### src/rtl/msg_serializer.sv
// Frame serializer: sends a fixed header, a captured payload and an optional
// even-parity bit on a single line, holding each bit for BIT_CYCLES clocks.
module msg_serializer #(
  parameter int                MSG_W      = 5,
  parameter int                HDR_W      = 4,
  parameter logic [HDR_W-1:0]  HDR        = 4'b0101,
  parameter int                BIT_CYCLES = 1024,
  parameter int                PARITY_EN  = 0,
  parameter int                LSB_FIRST  = 0
) (
  input  logic             clk,
  input  logic             rst,
  input  logic             send,
  input  logic [MSG_W-1:0] msg,
  input  logic             abort,
  output logic             msg_bit,
  output logic             busy,
  output logic             done
);

  localparam int FRAME_W = HDR_W + MSG_W + PARITY_EN;
  localparam int CYC_W   = (BIT_CYCLES > 1) ? $clog2(BIT_CYCLES) : 1;
  localparam int BIT_W   = (FRAME_W > 1) ? $clog2(FRAME_W) : 1;
  localparam logic [CYC_W-1:0] CYC_LAST = CYC_W'(BIT_CYCLES - 1);
  localparam logic [BIT_W-1:0] BIT_LAST = BIT_W'(FRAME_W - 1);

  typedef enum logic {IDLE, SEND} state_t;

  state_t             state_q, state_d;
  logic [FRAME_W-1:0] frame_q, frame_d, loaded;
  logic [BIT_W-1:0]   bit_cnt_q, bit_cnt_d;
  logic [CYC_W-1:0]   cyc_cnt_q, cyc_cnt_d;
  logic               done_q, done_d;

  // Frame image with index 0 being the first bit on the line; it shifts right.
  always_comb begin
    loaded = '0;
    for (int i = 0; i < HDR_W; i++)
      loaded[i] = HDR[HDR_W-1-i];
    for (int i = 0; i < MSG_W; i++)
      loaded[HDR_W+i] = (LSB_FIRST != 0) ? msg[i] : msg[MSG_W-1-i];
    if (PARITY_EN != 0)
      loaded[FRAME_W-1] = ^msg;
  end

  // NOTE: every variable gets a default before the case so no latch is inferred.
  always_comb begin
    state_d   = state_q;
    frame_d   = frame_q;
    bit_cnt_d = bit_cnt_q;
    cyc_cnt_d = cyc_cnt_q;
    done_d    = 1'b0;
    case (state_q)
      IDLE: begin
        if (send) begin
          state_d   = SEND;
          frame_d   = loaded;
          bit_cnt_d = '0;
          cyc_cnt_d = '0;
        end
      end
      SEND: begin
        // Abort wins over completion, so a cancelled frame never pulses done.
        if (abort) begin
          state_d   = IDLE;
          bit_cnt_d = '0;
          cyc_cnt_d = '0;
        end else if (cyc_cnt_q == CYC_LAST) begin
          cyc_cnt_d = '0;
          if (bit_cnt_q == BIT_LAST) begin
            state_d   = IDLE;
            bit_cnt_d = '0;
            done_d    = 1'b1;
          end else begin
            bit_cnt_d = bit_cnt_q + BIT_W'(1);
            frame_d   = frame_q >> 1;
          end
        end else begin
          cyc_cnt_d = cyc_cnt_q + CYC_W'(1);
        end
      end
      default: state_d = IDLE;
    endcase
  end

  // NOTE: state uses non-blocking assignments so all registers update together.
  always_ff @(posedge clk or negedge rst) begin
    if (!rst) begin
      state_q   <= IDLE;
      frame_q   <= '0;
      bit_cnt_q <= '0;
      cyc_cnt_q <= '0;
      done_q    <= 1'b0;
    end else begin
      state_q   <= state_d;
      frame_q   <= frame_d;
      bit_cnt_q <= bit_cnt_d;
      cyc_cnt_q <= cyc_cnt_d;
      done_q    <= done_d;
    end
  end

  assign busy    = (state_q == SEND);
  assign msg_bit = busy & frame_q[0];
  assign done    = done_q;

endmodule

### config.mk
export PLATFORM = sky130hd
export DESIGN_NAME = msg_serializer
export DESIGN_NICKNAME = d
export VERILOG_FILES = /design/src/rtl/msg_serializer.sv
export SDC_FILE = /design/constraint.sdc
export NUM_CORES = 1
export LEC_CHECK = 0
export ABC_AREA = 1
export CORE_MARGIN = 4
export CORE_UTILIZATION = 60
export CTS_CLUSTER_SIZE = 8
export DETAILED_ROUTE_END_ITERATION = 6
export GPL_ROUTABILITY_DRIVEN = 0
export PLACE_DENSITY = 0.82
export SLEW_MARGIN = 20
export SYNTH_ARGS = -nofsm -noshare
export SYNTH_HDL_FRONTEND = slang
export SYNTH_SLANG_ARGS = --single-unit
export TNS_END_PERCENT = 50
### constraint.sdc
create_clock -name clk -period 2.94 [get_ports clk]
set_input_delay 0.588 -clock clk [delete_from_list [all_inputs] [get_ports clk]]
set_output_delay 0.588 -clock clk [all_outputs]
set_load 0.02 [all_outputs]
# Word level (Yosys, flattened, before mapping)

Index checks and enable logic that the tools add are counted.

Latch bits: 0
Memories kept: 0
Bits in read-only memories: 0
Output and inout port bits: 3
RAM bits: 0
Flip-flop bits (word level): 25
Input port bits: 9
Word-level logic and storage cells: 41

$mul: 0
Bitwise gates (word level): 2
Add/subtract/negate cells: 2
Multiplexer cells: 23
Div/mod/pow operators: 0
Eq/ne operators: 7
Order comparisons: 0
Reduce and logical (&&, ||, !) cells: 2
Shift-type cells: 0

Operators by type and width:

| kind                                          | count |
|---|---|
| two-way mux 9 bit                             | 4 |
| two-way mux 10 bit                            | 3 |
| one-hot mux 10 bit (2 select lines)           | 1 |
| one-hot mux 9 bit (2 select lines)            | 1 |
| two-way mux 4 bit                             | 4 |
| adder 10 x 1 -> 10 bit, second input constant | 1 |
| == test 10 bit, second input constant         | 1 |
| two-way mux 1 bit                             | 8 |
| one-hot mux 4 bit (2 select lines)            | 1 |
| != test 2 bit, second input constant          | 3 |
| adder 4 x 1 -> 4 bit, second input constant   | 1 |
| == test 4 bit, second input constant          | 1 |
| AND reduction 4 bit                           | 1 |
| != test 3 x 2 -> 1 bit, second input constant | 1 |
| != test 2 x 1 -> 1 bit, second input constant | 1 |
| one-hot mux 1 bit (2 select lines)            | 1 |
| AND reduction 2 bit                           | 1 |
| AND 1 bit                                     | 1 |
| NOT 1 bit                                     | 1 |

# Depth between registers and ports, before layout

Gate-level depths: netlist of the first run.

Word-level depth: 5
Mapped depth: 9
Depth with buffers taken out: 8

# Least setup slack after synthesis of the first run

Ideal clock, no wire load.

Path kind: register to register
From: register state_q (netlist: busy)
To: register frame_q[3]
Stages on the path, launching flop included: 9
Setup time: 119 ps
Buffers on the path: 1
Arrival: 1279 ps
Clock period less this slack: 1398 ps
Required time: 2821 ps
Setup slack: 1542 ps
Path through: dfrtp_1 inv_2 nor2_8 nand2_4 nand2_4 nand2_4 buf_6 nand2_2 o21ai_2

Word-level cells in the longest chain between the ends: 3
Elaborated cells on any way between the ends: 7
Those cells by class: 4 x eq/ne; 1 x mux; 1 x bitwise; 1 x reduce/logical

RTL lines:

| what                          | line | text |
|---|---|---|
| from (decl)                   | 29   | `state_t state_q, state_d;` |
| from (signal assigned)        | 95   | `state_q <= state_d;` |
| NOT 1 bit                     | -    |  |
| != test 2 bit (no line)       | -    |  |
| AND reduction 4 bit (no line) | -    |  |
| to (signal assigned)          | 96   | `frame_q <= frame_d;` |
| to (decl)                     | 30   | `logic [FRAME_W-1:0] frame_q, frame_d, loaded;` |

Several ways; a longest one is shown, not always the timed one.
A chain may end at the register's enable or synchronous reset.

# Worst setup path after layout of the first run

From: register state_q (netlist: busy)
To: output port msg_bit

Word-level cells in the longest chain between the ends: 1

RTL lines:

| what      | line | text |
|---|---|---|
| AND 1 bit | 104  | `assign msg_bit = busy & frame_q[0];` |
| to (decl) | 16   | `output logic msg_bit,` |

Every way passes these cells.

==> summary.md, run 1 <==
| Metric | Value |
|---|---|
| Post-CTS Setup Repair Bufs | `0` |
| DR WL/cell | `11.9 um` |
| Number of DRC markers in iteration 0 | `35` |
| Period minus WS final | `2.20 ns` |
| Rel. slew slack | `0.780` |
| Layout cells sized above 1 | `0.116` |
| Fin area | `0.00155 mm^2` |
| Slowest library cell on the worst path | `clkdlybuf4s50_1` |
| Critical path peak fanout | `8` |
| Synth Instances | `175` |
| Met1 Use GR | `0.250` |
| Detail Route Antenna Nets | `0` |
| Initial Util | `0.630` |
| Commonest non-fill, non-tap cells in the layout | `63 x nand2_1, 25 x dfrtp_1, 18 x nor2_1, 17 x inv_1, 12 x nand3_1` |
| Max_cap viols | `0` |
| DR pass1 iterations | `4` |
| Met2 usage | `0.292` |
| Via count | `1117` |
| Root Buffer | `clkbuf_4` |
| Worst-case clock skew | `0.00743 ns` |
| Most common library cell in the layout ignoring fill and taps | `nand2_1` |
| GR Util met3 | `0.0278` |
| Final non-filler cell total | `217` |
| Cell row count | `17` |
| Yosys cell types | `25` |
| Vias in the first global route | `1079` |
| CP Cell Sequence | `nand2_1 -> inv_1 -> clkdlybuf4s50_1` |
| Yosys warns | `0` |
| Largest cells by area after synthesis | `dfrtp_1 45%, nand2_1 17%, nor2_1 4.8%, inv_1 4.6%, nand3_1 4.3%` |
| Slew of the pin with the lowest slew margin | `0.330 ns` |
| Overall die area | `0.00316 mm^2` |
| Req. time, crit path | `2.35 ns` |
| Status | `finished clean` |
| Num CTS Buffers | `3` |
| GRT overflow | `0` |
| Power Density | `527 mW/mm^2` |
| Max stage delay on crit path | `0.59 ns` |
| Final worst slack | `0.738 ns` |
| Leakage | `0.797 nW` |
| CTS tree | `done` |
| Filler cell count | `169` |
| Fmax | `454 MHz` |
| # clock sinks | `25` |
| Largest net degree at the start of global routing | `26` |
| # hold bufs at CTS | `0` |
| Hold Vio Cnt, Final | `0` |
| Synth top area share | `0.449` |
| Post-route DRC violation count | `0` |
| Largest area contributor in the netlist | `dfrtp_1` |
| # H-tree levels | `1` |
| Hold WS | `0.489 ns` |
| Area post-placement | `0.00152 mm^2` |
| Maximum VDD drop | `0.000490 V` |
| IO Pins | `12` |
| Startpoint type of the worst setup path | `register` |
| Die Wd | `56.2 um` |
| Worst-path clk slew | `0.14 ns` |
| Synth Net Count | `187` |
| Initial antenna violation count | `0` |
| Drt total wl | `2580 um` |
| Dpl hpwl | `1970 um` |
| Area growth from synthesis to layout | `11.3%` |
| Critical path class | `reg -> out` |
| Fin crit share | `0.749` |
| Syn Std Cell Area | `0.00139 mm^2` |
| Setup violation total in the final timing report | `0` |
| Post-CTS Resized | `0` |
| Final Core Density | `0.701` |
| Reg-to-reg slack, setup | `1.34 ns` |
| Dpl cells | `213` |
| Total Power | `0.818 mW` |
| Number of I/O port buffers | `11` |
| Vias per cell | `5.15` |
| Most Used Layer, Global Route | `met2` |
| Die height | `56.2 um` |
| First-pass GRT wire length | `4640 um` |
| Sequential share of the synthesized area | `0.449` |
| Clk Latency, worst-skew pair | `0.32 ns` |
| Number of inserted diodes | `0` |
| GR Util All Layers | `0.184` |
| Critical Path AT | `1.61 ns` |
| Unrepaired setup endpoints after global routing | `no` |
| Hold/Removal Path Class | `reg -> reg` |
| Setup tns final | `0 ns` |
| Seq cells post-synth | `25` |
| Post-Syn Area per Cell | `7.96 um^2` |
| Nets | `202` |
| CTS Buffer Depth | `2` |
| Core region area | `0.00221 mm^2` |
| Final Max Tran Viols | `0` |
| Worst Setup End Kind | `primary output` |
| Setup slack at placement | `0.946 ns` |
-- final timing paths --
kind / startpoint / depth (start not counted) / endpoint
min: frame_q[0] / 2 / frame_q[0]
min reg2reg: frame_q[0] / 2 / frame_q[0]
max reg2reg: cyc_cnt_q[0] / 8 / bit_cnt_q[1]
max in group asynchronous: rst / 2 / cyc_cnt_q[0]
min in group asynchronous: rst / 2 / cyc_cnt_q[9]
max: busy / 3 / msg_bit
-- routing by layer --
layer  vias to the layer above  wire (um)
met5                         -          0
met4                         0         42
met3                         4        102
met2                        20       1240
met1                       515       1200
li1                        578          -
-- state kept, by name, indices dropped and copies added (netlist names) --
register   count
cyc_cnt_q     10
frame_q        9
bit_cnt_q      4
busy           1
done           1
-- worst max-delay path: cells and delay by family (launching register included) --
family / cells / cell delay, ns
and+or+nand+nor: 1 / 0.09
buffers and inverters: 2 / 0.65
DFF: 1 / 0.56
-- final cells by class --
type	instances	area, um^2	share of cell area
timing repair buffer	12	118	0.0758
inverter	18	67.6	0.0435
clock inverter	1	5.00	0.00323
multi-input combinational	130	678	0.437
sequential	25	626	0.403
clock buffer	3	22.5	0.0145
tap	28	35.0	0.0226
-- synth_stat cells (all sizes together) --
cell    count
a21oi       5
buf         2
dfrtp      25
ha          3
inv        18
nand2      69
nand3      12
nand3b      1
nand4       3
nor2       22
nor3        2
o21ai      10
o21bai      1
or2         1
xor2        1
-- power by group --
group | internal [mW] | switching (mW)
Combinational | 0.0832 | 0.134
Clock | 0.0509 | 0.102
Sequential | 0.402 | 0.0450
Total | 0.536 | 0.281
-- cell families after synthesis --
| group | share of synthesized area |
|---|---|
| AO/OA/AOI/OAI | 0.0700 |
| buffers and inverters | 0.0646 |
| flip-flops | 0.449 |
| XOR/XNOR | 0.00628 |
| adder cells (fa/ha/maj) | 0.0269 |
| AND/OR/NAND/NOR | 0.383 |
Note: power is estimated with default switching activity, not from simulation.
==> inputs of run 2 (changes only) <==
CORE_UTILIZATION = 56   (was 60)
PLACE_DENSITY = 0.78   (was 0.82)
clock period = 2.2 ns   (was 2.94 ns; I/O delays follow)
==> run 2 against run 1 <==
Effect of this change:
- wire length rose by 2.6%
- non-clock buffer count unchanged
- cell count unchanged
- die area up 6.1%
- count of clock-buffer cells in the layout stayed put
- global-route usage is 0.83 points lower
- critical endpoint unchanged
- clock power up 33%
==> summary.md, run 2 (synthesis gave the netlist of run 1 again) <==
| Metric | Value |
|---|---|
| Unrepaired setup endpoints after global routing | `no` |
| CTS tree | `done` |
| Status | `finished clean` |
| Cell row count | `17` |
| Die height | `57.9 um` |
| Startpoint type of the worst setup path | `register` |
| Hold/Removal Path Class | `in -> async` |
| First-pass GRT wire length | `4660 um` |
| Clk Latency, worst-skew pair | `0.31 ns` |
| Filler cell count | `202` |
| DR WL/cell | `12.2 um` |
| Layout cells sized above 1 | `0.116` |
| Worst Setup End Kind | `primary output` |
| Number of DRC markers in iteration 0 | `48` |
| Post-CTS Resized | `0` |
| Worst-case clock skew | `0.00244 ns` |
| Rel. slew slack | `0.773` |
| Vias in the first global route | `1116` |
| Top reg by flops | `cyc_cnt_q` |
| Vias per cell | `5.26` |
| Period minus WS final | `2.05 ns` |
| CTS Buffer Depth | `2` |
| Largest net degree at the start of global routing | `26` |
| Via count | `1141` |
| Commonest non-fill, non-tap cells in the layout | `63 x nand2_1, 25 x dfrtp_1, 18 x nor2_1, 17 x inv_1, 12 x nand3_1` |
| Biggest regs | `cyc_cnt_q: 10 flops, frame_q: 9 flops, bit_cnt_q: 4 flops` |
| # hold bufs at CTS | `0` |
| DR pass1 iterations | `4` |
| Initial antenna violation count | `0` |
| Die Wd | `57.9 um` |
| Maximum VDD drop | `0.000651 V` |
| Leakage | `0.797 nW` |
| Max_cap viols | `0` |
| Reg-to-reg slack, setup | `0.55 ns` |
| Max reg flops | `10` |
| Final Max Tran Viols | `0` |
| Hold WS | `0.482 ns` |
| Initial Util | `0.607` |
| Drt total wl | `2650 um` |
| Nets | `202` |
| Final worst slack | `0.146 ns` |
| IO Pins | `12` |
| Dpl hpwl | `1930 um` |
| Num CTS Buffers | `3` |
| Root Buffer | `clkbuf_4` |
| Post-CTS Setup Repair Bufs | `0` |
| Setup tns final | `0 ns` |
| # H-tree levels | `1` |
| Max stage delay on crit path | `0.59 ns` |
| Setup violation total in the final timing report | `0` |
| GR Util All Layers | `0.175` |
| Number of I/O port buffers | `11` |
| Overall die area | `0.00335 mm^2` |
| Most common library cell in the layout ignoring fill and taps | `nand2_1` |
| Number of inserted diodes | `0` |
| Power Density | `704 mW/mm^2` |
| Top cell family by delay on the critical path | `buffers and inverters` |
| Buf+Inv Stages, Crit Path | `2` |
| Worst-path clk slew | `0.14 ns` |
| Critical Path AT | `1.61 ns` |
| Critical path peak fanout | `8` |
| GRT overflow | `0` |
| Fmax | `487 MHz` |
| Detail Route Antenna Nets | `0` |
| Core region area | `0.00230 mm^2` |
| Slowest library cell on the worst path | `clkdlybuf4s50_1` |
| Setup slack at placement | `0.318 ns` |
| Slew of the pin with the lowest slew margin | `0.340 ns` |
| Area growth from synthesis to layout | `11.3%` |
| # clock sinks | `25` |
| Hold Vio Cnt, Final | `0` |
| CP Cell Sequence | `nand2_1 -> inv_1 -> clkdlybuf4s50_1` |
| Critical path class | `reg -> out` |
| Fin crit share | `0.934` |
| Post-route DRC violation count | `0` |
| Req. time, crit path | `1.76 ns` |
## run 2: final timing paths
kind / startpoint / to / cells past startpoint
min in group clk: frame_q[0] / frame_q[0] / 2
hold / removal: rst / cyc_cnt_q[5] / 2
max in group asynchronous: rst / cyc_cnt_q[2] / 2
setup reg to reg: cyc_cnt_q[0] / bit_cnt_q[0] / 8
setup / recovery: busy / msg_bit / 3
hold reg to reg: frame_q[0] / frame_q[0] / 2
## run 2: area by class of cell
cell class	count	area (um^2)	area share
tap	28	35.0	0.0226
multi-input combinational	130	678	0.437
clock buffer	3	22.5	0.0145
timing repair buffer	12	118	0.0758
clock inverter	1	5.00	0.00323
inverter	18	67.6	0.0435
sequential	25	626	0.403
## run 2: where the power goes
| group | total (mW) | switching [mW] | internal (mW) |
|---|---|---|---|
| clock | 0.203 | 0.135 | 0.0679 |
| sequential | 0.600 | 0.0619 | 0.538 |
| combinational | 0.290 | 0.180 | 0.110 |
## run 2: routing by layer
metal	vias to the layer above	routed length, um	GRT usage
li1	581	-	-
met1	539	1250	0.224
met2	17	1260	0.295
met3	4	114	0.0267
met4	0	27	0.0728
met5	-	0	0
## run 2: through the flow
stage / utilization / power [mW] / area, um^2 / instances
detailed placement: 0.663 / 0.899 / 1520 / 213
CTS: 0.675 / 1.10 / 1550 / 217
finish: 0.675 / 1.09 / 1550 / 217
global route: 0.675 / 1.17 / 1550 / 217
floorplan: - / 0.821 / 1390 / 175
global placement: 0.663 / 0.885 / 1520 / 213
